===== src/rtl/otter_btn_pkg.sv =====
// ----------------------------------------------------------------------------
// otter_btn_pkg
// Shared constants and helpers for the OTTER button conditioner.
//   - cnt_width(n)   : debounce counter width, clog2(n) with a 1-bit floor
//   - DB_CYCLES_SYN  : debounce length for the real board clock
//   - DB_CYCLES_SIM  : short debounce length for simulation
//   - BTN_RST/BTN_INT: channel indices of the reset and interrupt buttons
// ----------------------------------------------------------------------------
package otter_btn_pkg;

   localparam int DB_CYCLES_SYN  = 500000;
   localparam int DB_CYCLES_SIM  = 4;
   localparam int NUM_CH_DEFAULT = 5;
   localparam int BTN_RST        = 3;
   localparam int BTN_INT        = 4;

   // A single-cycle debounce still needs a one-bit counter to exist.
   function automatic int cnt_width(input int n);
      int w;
      w = $clog2(n);
      return (w < 1) ? 1 : w;
   endfunction

endpackage


===== src/rtl/otter_btn_debounce.sv =====
// ----------------------------------------------------------------------------
// otter_btn_debounce
// One button channel: two-flop synchroniser, consecutive-sample debouncer,
// and registered rise/fall one-shots aligned with the first cycle of the
// new debounced level.
//   clk, rst_n : clock, asynchronous active-low reset
//   btn_raw    : raw asynchronous button input
//   level      : debounced level
//   rise, fall : one-cycle pulses on debounced 0->1 / 1->0
// ----------------------------------------------------------------------------
module otter_btn_debounce
   import otter_btn_pkg::*;
#(
   parameter int DB_CYCLES = DB_CYCLES_SYN
) (
   input  logic clk,
   input  logic rst_n,
   input  logic btn_raw,
   output logic level,
   output logic rise,
   output logic fall
);

   localparam int             CW       = cnt_width(DB_CYCLES);
   localparam logic [CW-1:0]  CNT_LAST = CW'(DB_CYCLES - 1);

   logic          s1_q;
   logic          s_q;
   logic [CW-1:0] cnt_q,   cnt_d;
   logic          level_q, level_d;
   logic          rise_q,  rise_d;
   logic          fall_q,  fall_d;
   logic          flip;

   // Any synchronised sample that agrees with the current level restarts the
   // count, so only an unbroken run of DB_CYCLES differing samples flips it.
   // The counter is cleared on the flip, so it never passes CNT_LAST.
   always_comb begin
      cnt_d   = cnt_q;
      level_d = level_q;
      flip    = 1'b0;
      if (s_q == level_q) begin
         cnt_d = '0;
      end else if (cnt_q == CNT_LAST) begin
         level_d = s_q;
         cnt_d   = '0;
         flip    = 1'b1;
      end else begin
         cnt_d = cnt_q + CW'(1);
      end
      rise_d = flip & s_q;
      fall_d = flip & ~s_q;
   end

   always_ff @(posedge clk or negedge rst_n) begin
      if (!rst_n) begin
         s1_q    <= 1'b0;
         s_q     <= 1'b0;
         cnt_q   <= '0;
         level_q <= 1'b0;
         rise_q  <= 1'b0;
         fall_q  <= 1'b0;
      end else begin
         s1_q    <= btn_raw;
         s_q     <= s1_q;
         cnt_q   <= cnt_d;
         level_q <= level_d;
         rise_q  <= rise_d;
         fall_q  <= fall_d;
      end
   end

   assign level = level_q;
   assign rise  = rise_q;
   assign fall  = fall_q;

endmodule


===== src/rtl/otter_btn_cond.sv =====
// ----------------------------------------------------------------------------
// otter_btn_cond
// Multi-channel button conditioner for the OTTER wrapper board. Every channel
// is synchronised and debounced; channels selected by INT_MASK additionally
// latch an interrupt-pending bit with per-channel acknowledge and a sticky
// overflow flag, and feed a registered, globally enabled interrupt request.
//   clk, rst_n : clock, asynchronous active-low reset
//   btn_in     : raw buttons, active-high
//   int_en     : global enable for intr (does not affect pending bits)
//   int_ack    : per-channel clear of pending and overflow
//   btn_level  : debounced levels
//   btn_rise   : one-cycle pulses on debounced 0->1
//   btn_fall   : one-cycle pulses on debounced 1->0
//   int_pend   : latched pending bits (interrupt channels only)
//   int_ovf    : sticky, a rise arrived while already pending
//   intr       : registered OR of pending bits, gated by int_en
// ----------------------------------------------------------------------------
module otter_btn_cond
   import otter_btn_pkg::*;
#(
   parameter int              NUM_CH    = NUM_CH_DEFAULT,
   parameter int              DB_CYCLES = DB_CYCLES_SYN,
   parameter logic [NUM_CH-1:0] INT_MASK = NUM_CH'(1 << BTN_INT)
) (
   input  logic              clk,
   input  logic              rst_n,
   input  logic [NUM_CH-1:0] btn_in,
   input  logic              int_en,
   input  logic [NUM_CH-1:0] int_ack,
   output logic [NUM_CH-1:0] btn_level,
   output logic [NUM_CH-1:0] btn_rise,
   output logic [NUM_CH-1:0] btn_fall,
   output logic [NUM_CH-1:0] int_pend,
   output logic [NUM_CH-1:0] int_ovf,
   output logic              intr
);

   logic [NUM_CH-1:0] rise_w;
   logic [NUM_CH-1:0] pend_q, pend_d;
   logic [NUM_CH-1:0] ovf_q,  ovf_d;
   logic              intr_q, intr_d;

   for (genvar i = 0; i < NUM_CH; i++) begin : g_ch
      otter_btn_debounce #(
         .DB_CYCLES (DB_CYCLES)
      ) u_debounce (
         .clk     (clk),
         .rst_n   (rst_n),
         .btn_raw (btn_in[i]),
         .level   (btn_level[i]),
         .rise    (rise_w[i]),
         .fall    (btn_fall[i])
      );
   end

   // A rise always wins over an acknowledge, so a rise landing on the ack
   // edge consumes the old event and latches the new one. In that case the
   // overflow flag is left alone; a plain ack clears it, and a rise onto an
   // already pending bit without ack marks a lost event.
   always_comb begin
      pend_d = INT_MASK & ((pend_q & ~int_ack) | rise_w);
      ovf_d  = INT_MASK & ((rise_w & int_ack & ovf_q)
                         | (~int_ack & (ovf_q | (rise_w & pend_q))));
      intr_d = int_en & (|(pend_q & INT_MASK));
   end

   always_ff @(posedge clk or negedge rst_n) begin
      if (!rst_n) begin
         pend_q <= '0;
         ovf_q  <= '0;
         intr_q <= 1'b0;
      end else begin
         pend_q <= pend_d;
         ovf_q  <= ovf_d;
         intr_q <= intr_d;
      end
   end

   assign btn_rise = rise_w;
   assign int_pend = pend_q;
   assign int_ovf  = ovf_q;
   assign intr     = intr_q;

endmodule


===== config.mk =====
export PLATFORM = sky130hd
export DESIGN_NAME = otter_btn_cond
export DESIGN_NICKNAME = d
export VERILOG_FILES = /design/src/rtl/otter_btn_pkg.sv /design/src/rtl/otter_btn_debounce.sv /design/src/rtl/otter_btn_cond.sv
export SDC_FILE = /design/constraint.sdc
export NUM_CORES = 1
export LEC_CHECK = 0
export ABC_AREA = 1
export CELL_PAD_IN_SITES_DETAIL_PLACEMENT = 0
export CELL_PAD_IN_SITES_GLOBAL_PLACEMENT = 2
export CORE_MARGIN = 3
export CORE_UTILIZATION = 39
export DETAILED_ROUTE_END_ITERATION = 8
export GPL_ROUTABILITY_DRIVEN = 0
export GPL_TIMING_DRIVEN = 0
export PLACE_DENSITY_LB_ADDON = 0.1
export SYNTH_ARGS = -nofsm -noshare
export SYNTH_HDL_FRONTEND = slang
export SYNTH_SLANG_ARGS = --single-unit

===== constraint.sdc =====
create_clock -name clk -period 3.35 [get_ports clk]
set_input_delay 0.67 -clock clk [delete_from_list [all_inputs] [get_ports clk]]
set_output_delay 0.67 -clock clk [all_outputs]
set_load 0.02 [all_outputs]

==> results.txt, run 1 <==
The run finished with clean final reports. The post-route minimum period was 2220 ps; the average routed wire per standard cell was 12.0 um. The top cell types in the final layout, fill and taps aside, are sky130_fd_sc_hd__nor2_1, sky130_fd_sc_hd__nand2_1, sky130_fd_sc_hd__dfrtp_1.

OpenSTA, run right after detailed placement, puts the worst setup slack at 1530 ps. The first global-routing pass estimated 24000 um of wire. The number of DRC violations after detailed-routing iteration 0 is 263.

The cell count after synthesis came out at 869. The longest clock path from root to sink contains 2 buffers. The synthesized cell area was 0.00675 mm^2; the number of library cell types mapped by synthesis was 34. STA puts the critical path data required time at 2680 ps.

The clock-pin slew of the registers on the worst-case setup and hold paths was 50 ps; the DRC violation count after routing was 0. Total clock sinks: 123. For this run, the number of Yosys warnings is 0. The fraction of registers with async set/reset works out to 1.00. Commonest non-fill, non-tap cell in the layout: sky130_fd_sc_hd__nor2_1.

The tools report the number of antenna cells inserted as 0. The placed wire-length estimate was 10100 um. Sorting the synthesized cells by area gives the leading types as sky130_fd_sc_hd__dfrtp_1, sky130_fd_sc_hd__nor2_1, sky130_fd_sc_hd__nand2_1. Of all nets on the critical path, the largest fanout is 4. The logs give 0.427 for the sequential cell fraction of total power and 0 for the count of cells resized by post-cts repair. For the count of TritonRoute iterations in the first routing pass, the log shows 5.

The total internal power was 2.84 mW. For the post-layout net count, the log shows 940. The biggest area contributor in the post-synthesis netlist is sky130_fd_sc_hd__dfrtp_1. Wires add up to 13900 um. In this run the worst hold path is classified as in -> async. The run gives 4 as the CTS H-tree depth.

Across all layers, the routed design uses 5273 vias. The post-route clock period utilization is 0.663, and the total count of hold-check failures in the final report is 0. The flop and latch count out of synthesis was 123. The signal on the critical path passes through buf_4 > clkdlybuf4s50_1. The most used flip-flop cell after synthesis is sky130_fd_sc_hd__dfrtp_1. After floorplanning, the core was divided into 47 placement rows. Number of vias per cell after detailed routing: 4.57.

Relative to the synthesized area, the layout overhead comes to 17.9%. The root cell of the clock tree was sky130_fd_sc_hd__clkbuf_16. The initial core utilization came out at 0.403. In this run the remaining antenna-violating nets after routing total 0. The count of flip-flops with a built-in enable after synthesis is 0, and the longest individual stage delay on the worst path is 590 ps. The standard cell core area was 0.0168 mm^2; the post-CTS setup repair buffer count was 0.

The layout cell share with drive strength beyond 1 is 0.140. TritonCTS built the clock tree. For the initial antenna violation count, the log shows 0. In this run the vertical extent of the chip is 138 um.

The maximum number of pins on one net before global-route repair came out at 67. During placement, the flow inserted port buffers numbering 26. After clock tree synthesis, the flow added hold-fix buffers numbering 0.

The maximum vdd drop was 338 uV. The tools report the critical path data arrival time as 1550 ps. The run gives 0.722 mW as the power dissipated by switching net loads. Between clock sinks in the finished design, the worst skew comes to 11.7 ps. In this run the horizontal extent of the chip is 138 um. The number of global-route vias before repair was 5037.

The run gives 0.540 as the power share of the clock group. For the pin with the worst max-slew slack, the measured transition is 560 ps. The max-cap violation count was 0. The slowest stage of the critical path is the sky130_fd_sc_hd__clkdlybuf4s50_1 cell. The logs give 0.0189 mm^2 for the die outline area and 0 for the total of endpoints with negative setup slack in the final report. Setup repair after global routing left no endpoint under its margin. The run gives 0.160 as the combined global-route utilization of all metal layers. The proportion of netlist area held by the largest area contributor is 0.456.

Counting tap cells, the placed design contains a total of 1123 instances. The headroom to the max-slew limit is 0.627, and the number of buffers added by the clock tree synthesis step is 17. The critical path launch point type was a register. Highest achievable clock rate: 450 MHz. The power density normalized to cell area was 447 mW/mm^2. The tools report the number of filler instances in the final layout as 1676. The clock insertion delay at the later pin of the skew report is 410 ps, and the logic gate share of total power is 0.033. The critical path is of the reg -> out type. The run gives 0 as the max-slew violation total from the final report. Global routing finished with a remaining overflow of 0.

In this run the count of I/O pins placed on the die edge is 39. The switching share of power is 0.202, and the final non-filler cell total is 1154. For this design the static power due to leakage is 3.50 nW.

The part of the Yosys area used for sequential elements was 0.456. Each instance of the synthesized netlist takes up on average 7.77 um^2. The worst setup path is captured at an output port.

Setup slack on the critical path of the routed design comes to 1130 ps.
-- power groups by stage --
stage,Clock (mW),Combinational [mW],Sequential (mW)
floorplan,0,0.0620,1.54
global placement,0,0.116,1.55
detailed placement,0,0.123,1.55
CTS,1.98,0.123,1.52
global route,2.06,0.138,1.52
finish,1.92,0.117,1.52
-- metrics by stage --
step                hold slack (ps)  power (mW)  utilization  instance area, um^2  TNS, ps
floorplan                       331        1.61            -                 6780        0
global placement                335        1.66        0.437                 7320  -424590
detailed placement              336        1.67        0.438                 7340        0
CTS                             239        3.62        0.475                 7960        0
global route                    264        3.72        0.475                 7960        0
finish                          213        3.56        0.475                 7960        0
-- state kept, by name (all words and copies together), names as in the netlist --
| register | cells |
|---|---|
| intr | 1 |
| g_ch.u_debounce.level | 5 |
| int_pend | 1 |
| g_ch.u_debounce.rise | 5 |
| g_ch.u_debounce.cnt_q | 95 |
| g_ch.u_debounce.fall | 5 |
| g_ch.u_debounce.s1_q | 5 |
| int_ovf | 1 |
| g_ch.u_debounce.s_q | 5 |
-- Yosys cell counts (all sizes together), types with 3 or more instances --
cell    count
dfrtp     123
nor3b       6
xor2       26
nand3      60
a21oi      23
nand2     174
nor2      255
o21ai      16
inv        98
xnor2      17
ha          5
nand3b      3
nor3       14
nand4      14
and2        3
buf        26
-- kinds of logic after synthesis --
family	Yosys count	synth area share
compound gates	41	0.0332
other cells	1	0.000555
fa+ha+maj	5	0.00926
flops	123	0.456
buf+inv	124	0.0823
simple gates	532	0.363
xor+xnor	43	0.0558
-- metal layers --
| metal | vias up | wire length [um] | GRT usage |
|---|---|---|---|
| li1 | 2780 | - | - |
| met1 | 2428 | 7070 | 0.225 |
| met2 | 56 | 6220 | 0.244 |
| met3 | 9 | 415 | 0.0383 |
| met4 | 0 | 142 | 0.0466 |
| met5 | - | 0 | 0 |
-- path summary, 6_finish.rpt --
path,start,end,slack (ps),cells after the start
max,g_ch[4].u_debounce.level$_DFFE_PN0P_,btn_level[4],1130,2
min,rst_n,g_ch[1].u_debounce.cnt_q[11]$_DFF_PN0_,210,1
max reg2reg,g_ch[3].u_debounce.level$_DFFE_PN0P_,g_ch[3].u_debounce.cnt_q[5]$_DFF_PN0_,1700,6
min reg2reg,g_ch[3].u_debounce.s1_q$_DFF_PN0_,g_ch[3].u_debounce.s_q$_DFF_PN0_,350,0
max in group asynchronous,rst_n,g_ch[2].u_debounce.fall$_DFF_PN0_,2400,2
min in group clk,g_ch[3].u_debounce.s1_q$_DFF_PN0_,g_ch[3].u_debounce.s_q$_DFF_PN0_,350,0
-- layout make-up --
class | count | area (um^2) | area share
Buffer | 26 | 188 | 0.0236
Clock buffer | 24 | 482 | 0.0605
Clock inverter | 7 | 138 | 0.0173
Inverter | 98 | 368 | 0.0462
Multi-Input combinational cell | 629 | 3150 | 0.395
Sequential cell | 123 | 3080 | 0.386
Tap cell | 220 | 275 | 0.0346
Timing Repair Buffer | 27 | 289 | 0.0363
-- worst max-delay path: cells and delay by family (launching register included) --
family                 cells  cell delay (ps)
buffers and inverters      2              720
DFF                        1              420
Note: power is estimated with default switching activity, not from simulation.
==> run 2: changes to the inputs <==
CORE_UTILIZATION = 32   (was 39)
clock period = 2 ns   (was 3.35 ns; I/O delays follow)
==> run 2 against run 1 <==
  * First-iteration DRC count is 29% lower
  * Routed wire length is 5.2% higher
  * Sequential share of layout area fell by 0.33 points
==> results.txt, run 2 (same netlist as run 1, synthesis figures left out) <==
The switching share of power is 0.225 (+0.0230), and the max-cap violation count is 0 (unchanged). The number of vias per cell after detailed routing is 4.41 (-3.5%), and the post-route clock period utilization is 0.963. The tools report the root cell of the clock tree as sky130_fd_sc_hd__clkbuf_16.

The count of TritonRoute iterations in the first routing pass was 5 (unchanged). The combined global-route utilization of all metal layers was 0.141 (-0.0185); the length in cells of the worst reg-to-reg path was 6 (unchanged). The total number of vias is 5317 (+0.83%), and the static leakage power is 3.55 nW (+1.5%). Setup repair after global routing left no endpoint under its margin. CTS H-tree depth: 4 (unchanged).

The number of DRC violations after detailed-routing iteration 0 was 188 (-29%). The height of the die was 151 um (+9.9%). The largest fanout on the critical path was 5 (+1). The die width is 151 um (+9.9%). The classification of the worst setup path is reg -> out. The logic gate share of total power came out at 0.034 (about the same). Layout cell share with drive strength beyond 1: 0.144 (+0.00397). The maximum number of buffers from clock root to sink was 2 (unchanged). g_ch.u_debounce.cnt_q holds more flip-flops than any other register. The run gives 17 (unchanged) as the number of buffers added by the clock tree synthesis step. The tools report the die outline area as 0.0229 mm^2 (+21%). TritonCTS built the clock tree. For the total internal power, the log shows 4.59 mW (+62%). The actual slew at the worst max-slew pin was 566 ps (+5.87 ps).

The residual overflow from global routing was 0 (unchanged); the DRC violation count after routing was 0 (unchanged). For the critical path data arrival time, the log shows 1530 ps (-20 ps). Derived from the worst setup path, the maximum achievable clock frequency is 519 MHz. The total power draw was 5.93 mW (+66%).

End point of the worst hold path: g_ch[2].u_debounce.s_q$_DFF_PN0_. The setup total negative slack came out at 0 ps (unchanged). The final non-filler cell total was 1206 (+4.5%); the clock-pin slew of the registers on the worst-case setup and hold paths was 60 ps (about the same). The logs give 74.6 ps (-1050 ps) for the least setup slack across all paths after layout and 52 (+11%) for the number of rows created at floorplan. The run gives 0.330 (-0.0734) as the initial core utilization. In this run the worst hold path is classified as reg -> reg.

The top cell types in the final layout, fill and taps aside, are sky130_fd_sc_hd__nor2_1, sky130_fd_sc_hd__nand2_1, sky130_fd_sc_hd__dfrtp_1. The worst hold path was traced through 0 stages. The commonest non-fill, non-tap cell in the layout is sky130_fd_sc_hd__nor2_1. The number of antenna-violating nets in the routed design is 0 (unchanged). The startpoint identified for the worst register-to-register timing path is g_ch[1].u_debounce.level$_DFFE_PN0P_. The critical path launch point type is a register. Sequential cell fraction of total power: 0.430 (+0.003). The number of cells after detailed placement is 1173 (+4.5%).

The headroom to the max-slew limit is 0.622 (-0.00432). The logs give 0 (unchanged) for the total of endpoints with negative setup slack in the final report and 0 (unchanged) for the initial antenna violation count. The first-pass GRT wire length was 25800 um (+7.6%); the number of top-level pins was 39 (unchanged). The worst setup path is captured at an output port.

The startpoint identified for the worst hold timing path is g_ch[2].u_debounce.s1_q$_DFF_PN0_. The average routed wire per standard cell is 12.1 um (+0.68%). The flip-flop count of the largest register after layout is 95 (unchanged), and the reg2reg setup slack is 320 ps (-1380 ps). For the largest clock skew in the final design, the log shows 11.4 ps (-0.333 ps). For the data required time of the critical path, the log shows 1600 ps (-1080 ps).

The power density normalized to cell area is 738 mW/mm^2 (+65%), and the synthesis-to-finish area growth is 19.0%. The max-slew violation total from the final report came out at 0 (unchanged). For the finished layout, the period the worst path requires is 1930 ps. Number of global-route vias before repair: 5284 (+4.9%).

For the standard cell core area, the log shows 0.0205 mm^2 (+22%). The run gives 14600 um (+5.2%) as the aggregate routed wire length. The run finished with clean final reports.

The final core utilization was 0.392 (-0.0831). Placed wire-length estimate: 10500 um (+3.9%). The total clock sinks is 123 (unchanged).

The run gives 941 (+0.11%) as the post-layout net count. Total count of hold-check failures in the final report: 0 (unchanged). The power share of the clock group was 0.537 (-0.003); the worst slack at placement was 265 ps (-1260 ps). In this run the critical register-to-register path is captured at g_ch[1].u_debounce.cnt_q[17]$_DFF_PN0_. The number of port buffers is 26 (unchanged). The maximum number of pins on one net before global-route repair is 86 (+28%), and the maximum vdd drop is 448 uV (+32%). The power dissipated by switching net loads is 1.34 mW (+85%), and the clock insertion delay at the later pin of the skew report is 420 ps (about the same).

The number of antenna cells inserted is 0 (unchanged).
run 2: what timing repair did:
item	in CTS	in global routing
endpoints found under the setup margin	0	4
setup buffers	0	0
hold buffers	1	0
hold endpoints to repair	38	0
gates resized for setup	0	4
run 2: cell type report:
| cell class | count | area, um^2 |
|---|---|---|
| well taps | 270 | 338 |
| inverters | 98 | 368 |
| plain buffers | 26 | 188 |
| flip-flops and latches | 123 | 3080 |
| clock inverters | 12 | 164 |
| multi-input cells | 629 | 3150 |
| fillers | 2121 | 12500 |
| clock buffers | 20 | 447 |
| repair buffers | 28 | 307 |
run 2: worst max-delay path: stages, from the launching register on:
cell and delay (ps):
sky130_fd_sc_hd__dfrtp_2 400, sky130_fd_sc_hd__buf_4 120, sky130_fd_sc_hd__clkdlybuf4s50_1 590
run 2: per-layer routing:
layer | global-route usage | vias up | wire [um]
met5 | 0 | - | 0
met4 | 0.0399 | 0 | 154
met3 | 0.0371 | 10 | 502
met2 | 0.218 | 72 | 6490
met1 | 0.195 | 2457 | 7420
li1 | - | 2778 | -
run 2: power by group through the flow:
stage	Sequential, mW	Combinational (mW)	Clock (mW)
CTS	2.55	0.212	3.31
global route	2.55	0.236	3.42
global placement	2.59	0.198	0
finish	2.55	0.202	3.18
floorplan	2.59	0.104	0
detailed placement	2.59	0.209	0
run 2: how the worst max path moves through the flow:
stage	startpoint	to	slack [ps]	cells past startpoint
6_report	g_ch[0].u_debounce.level$_DFFE_PN0P_	btn_level[0]	70	2
5_1_grt	g_ch[4].u_debounce.level$_DFFE_PN0P_	btn_level[4]	10	2
4_1_cts	g_ch[0].u_debounce.level$_DFFE_PN0P_	btn_level[0]	4	2
3_5_place_dp	g_ch[1].u_debounce.level$_DFFE_PN0P_	g_ch[1].u_debounce.cnt_q[5]$_DFF_PN0_	260	6
3_3_place_gp	rst_n	g_ch[4].u_debounce.s1_q$_DFF_PN0_	-4770	1
2_1_floorplan	g_ch[4].u_debounce.cnt_q[0]$_DFF_PN0_	g_ch[4].u_debounce.cnt_q[17]$_DFF_PN0_	740	8
run 2: through the flow:
stage	instance area (um^2)	hold WS [ps]
floorplan	6780	104
global placement	7380	333
detailed placement	7410	336
CTS	8030	351
global route	8040	362
finish	8040	348
==> run 3: changes to the inputs <==
CORE_UTILIZATION = 34   (was 32)
DONT_BUFFER_PORTS = 1   (was not set)
HOLD_SLACK_MARGIN = 0.02   (was not set)
==> run 3 against run 2 <==
  * The flow now finishes with violations (hold timing)
  * Worst setup slack improved by 280 ps
  * Routed wire length down 0.24%
  * Die area fell by 5.7%
  * Power is 3.0% lower
  * Cell area shrank 3.7%
  * Clock power shrank 3%
  * Global-route usage is 0.49 points higher
==> results.txt, run 3 (same netlist as run 1, synthesis figures left out) <==
The flip-flop count of the largest register after layout works out to 95 (unchanged). The layout cell share with drive strength beyond 1 is 0.145 (+0.000506). The static leakage power was 3.39 nW (-4.7%). The critical path's top delay family was simple AND/OR/NAND/NOR gates.

The post-detailed-placement cell area was 0.00711 mm^2 (-4.1%). The tools report the number of top-level pins as 39 (unchanged). Among all stages on the critical path, the largest delay is contributed by sky130_fd_sc_hd__nor2_2. The worst setup path is launched from a register. The power density normalized to cell area came out at 744 mW/mm^2 (+0.78%). Number of cells after detailed placement: 1136 (-3.2%). For the setup total negative slack, the log shows 0 ps (unchanged). The tools report the total clock sinks as 123 (unchanged). Synthesis-to-finish area growth: 14.6%.

The worst setup path is of the reg -> reg kind. The tools report the number of DRC violations after detailed-routing iteration 0 as 220 (+17%). The count of cells resized by post-cts repair is 0 (unchanged). The checks that failed: hold timing.

The clock-pin slew of the registers on the worst-case setup and hold paths works out to 60 ps (about the same). For the area of all placed cells without fillers, the log shows 0.00774 mm^2 (-3.7%). The placed wire-length estimate came out at 10300 um (-2.3%). The number of global-route vias before repair was 5405 (+2.3%); the height of the die was 147 um (-2.9%). The run gives 0 (unchanged) as the max-cap violation count.

The logs give 17 (unchanged) for the number of buffers added by the clock tree synthesis step and -319 ps (-667 ps) for the worst hold slack. The worst setup path is captured at a register. The number of antenna cells inserted is 0 (unchanged), and the post-layout net count is 918 (-2.4%).

The run finished, with violations left. Residual overflow from global routing: 0 (unchanged). The critical path data arrival time is 1940 ps (+410 ps), and the first-pass GRT wire length is 25900 um (+0.19%). The logs give 0 (unchanged) for the max-slew violation total from the final report and 2 (unchanged) for the maximum number of buffers from clock root to sink. The worst register-to-register path begins at g_ch[1].u_debounce.level$_DFFE_PN0P_. The maximum vdd drop is 463 uV (+3.4%). Commonest non-fill, non-tap cell in the layout: sky130_fd_sc_hd__nor2_1. The logs give 0 (unchanged) for the total of endpoints with negative setup slack in the final report and 5.75 mW (-3.0%) for the total power draw. The average routed wire per standard cell was 12.4 um (+2.7%). Post-route minimum period: 1640 ps (-284 ps). The combined global-route utilization of all metal layers is 0.146 (+0.00489), and the least setup slack across all paths after layout is 358 ps (+284 ps).

The total count of hold-check failures in the final report is 123 (+123). The signal on the critical path passes through inv_1 > nor2_1 > nor2_2 > inv_1 > nand2_2 > nor2_1. The run gives 50 (-3.8%) as the number of rows created at floorplan. The number of vias per cell after detailed routing works out to 4.48 (+1.6%).

The total number of vias came out at 5252 (-1.2%). Setup repair after global routing left no endpoint under its margin. The run gives 609 MHz (+17%) as the highest achievable clock rate.

The data required time of the critical path is 2300 ps (+700 ps). Final non-filler cell total: 1172 (-2.8%). The tools report the reg2reg setup slack as 360 ps (+40 ps). Largest fanout on the critical path: 10 (+5).

The worst flop-to-flop path endpoint was g_ch[1].u_debounce.cnt_q[17]$_DFF_PN0_. The number of port buffers came out at 0 (-100%). Counting flops per register, the top entry is g_ch.u_debounce.cnt_q. The die outline area is 0.0216 mm^2 (-5.7%), and the headroom to the max-slew limit is 0.627 (+0.00437). Worst slack at placement: 315 ps (+50.5 ps).

The top cell types in the final layout, fill and taps aside, are sky130_fd_sc_hd__nor2_1, sky130_fd_sc_hd__nand2_1, sky130_fd_sc_hd__dfrtp_1. Cts-stage hold buffer count: 5 (+4). Initial core utilization: 0.354 (+0.0244). The run gives 0 (unchanged) as the post-CTS setup repair buffer count.

The die width is 147 um (-2.9%), and the actual slew at the worst max-slew pin is 559 ps (-6.55 ps). The final core utilization was 0.406 (+0.0134); the CTS H-tree depth was 4 (unchanged). The standard cell core area is 0.0191 mm^2 (-6.9%), and the length in cells of the worst reg-to-reg path is 6 (unchanged).

TritonCTS built the clock tree. The DRC violation count after routing is 0 (unchanged), and the initial antenna violation count is 0 (unchanged). The number of buffer and inverter instances along the worst setup path is 2 (unchanged). For the largest clock skew in the final design, the log shows 7.58 ps (-3.81 ps). Maximum number of pins on one net before global-route repair: 124 (+44%). The longest individual stage delay on the worst path is 460 ps (-130 ps), and the aggregate routed wire length is 14500 um (-0.24%).

The number of antenna-violating nets in the routed design is 0 (unchanged), and the post-route clock period utilization is 0.821 (-0.142). The logs give 7 (+2) for the count of TritonRoute iterations in the first routing pass and 410 ps (about the same) for the clock insertion delay at the later pin of the skew report. Root cell of the clock tree: sky130_fd_sc_hd__clkbuf_16. The path category of the worst min-delay check is in -> async.
## run 3: changes by cell type in the layout (fill, tap and decap cells not counted), moves of 2 or more
cell,change
sky130_fd_sc_hd__clkdlybuf4s50_1,-22
sky130_fd_sc_hd__clkinv_4,-5
sky130_fd_sc_hd__clkinv_2,+4
sky130_fd_sc_hd__clkinvlp_4,+4
sky130_fd_sc_hd__dlygate4sd3_1,+4
sky130_fd_sc_hd__dlymetal6s2s_1,-3
sky130_fd_sc_hd__inv_6,-2
## run 3: layout make-up
class / instances / area [um^2]
Fill cell: 1976 / 11300
Clock buffer: 18 / 429
Tap cell: 260 / 325
Clock inverter: 13 / 153
Buffer: 26 / 188
Sequential cell: 123 / 3080
Inverter: 98 / 368
Multi-Input combinational cell: 629 / 3150
Timing Repair Buffer: 5 / 50.0
## run 3: routing by layer
layer / GRT usage / share of wire / routed length [um] / vias to the layer above
li1: - / - / - / 2730
met1: 0.191 / 0.47 / 6900 / 2426
met2: 0.238 / 0.47 / 6880 / 78
met3: 0.0407 / 0.039 / 569 / 18
met4: 0.0405 / 0.013 / 191 / 0
met5: 0 / 0 / 0 / -
## run 3: worst max path at each step
stage	cells past startpoint	startpoint	slack (ps)	end
final	6	g_ch[1].u_debounce.level$_DFFE_PN0P_	360	g_ch[1].u_debounce.cnt_q[17]$_DFF_PN0_
after global routing	6	g_ch[1].u_debounce.level$_DFFE_PN0P_	120	g_ch[1].u_debounce.cnt_q[17]$_DFF_PN0_
after CTS	6	g_ch[3].u_debounce.level$_DFFE_PN0P_	310	g_ch[3].u_debounce.cnt_q[5]$_DFF_PN0_
after detailed placement	6	g_ch[3].u_debounce.level$_DFFE_PN0P_	320	g_ch[3].u_debounce.cnt_q[5]$_DFF_PN0_
after global placement	6	g_ch[3].u_debounce.level$_DFFE_PN0P_	290	g_ch[3].u_debounce.cnt_q[5]$_DFF_PN0_
after floorplan	8	g_ch[4].u_debounce.cnt_q[0]$_DFF_PN0_	740	g_ch[4].u_debounce.cnt_q[17]$_DFF_PN0_
## run 3: where the power goes
part | switching, mW | total (mW) | internal, mW
logic | 0.0885 | 0.136 | 0.0479
clock network | 1.13 | 3.07 | 1.94
registers | 0.0237 | 2.55 | 2.52
total | 1.25 | 5.75 | 4.51
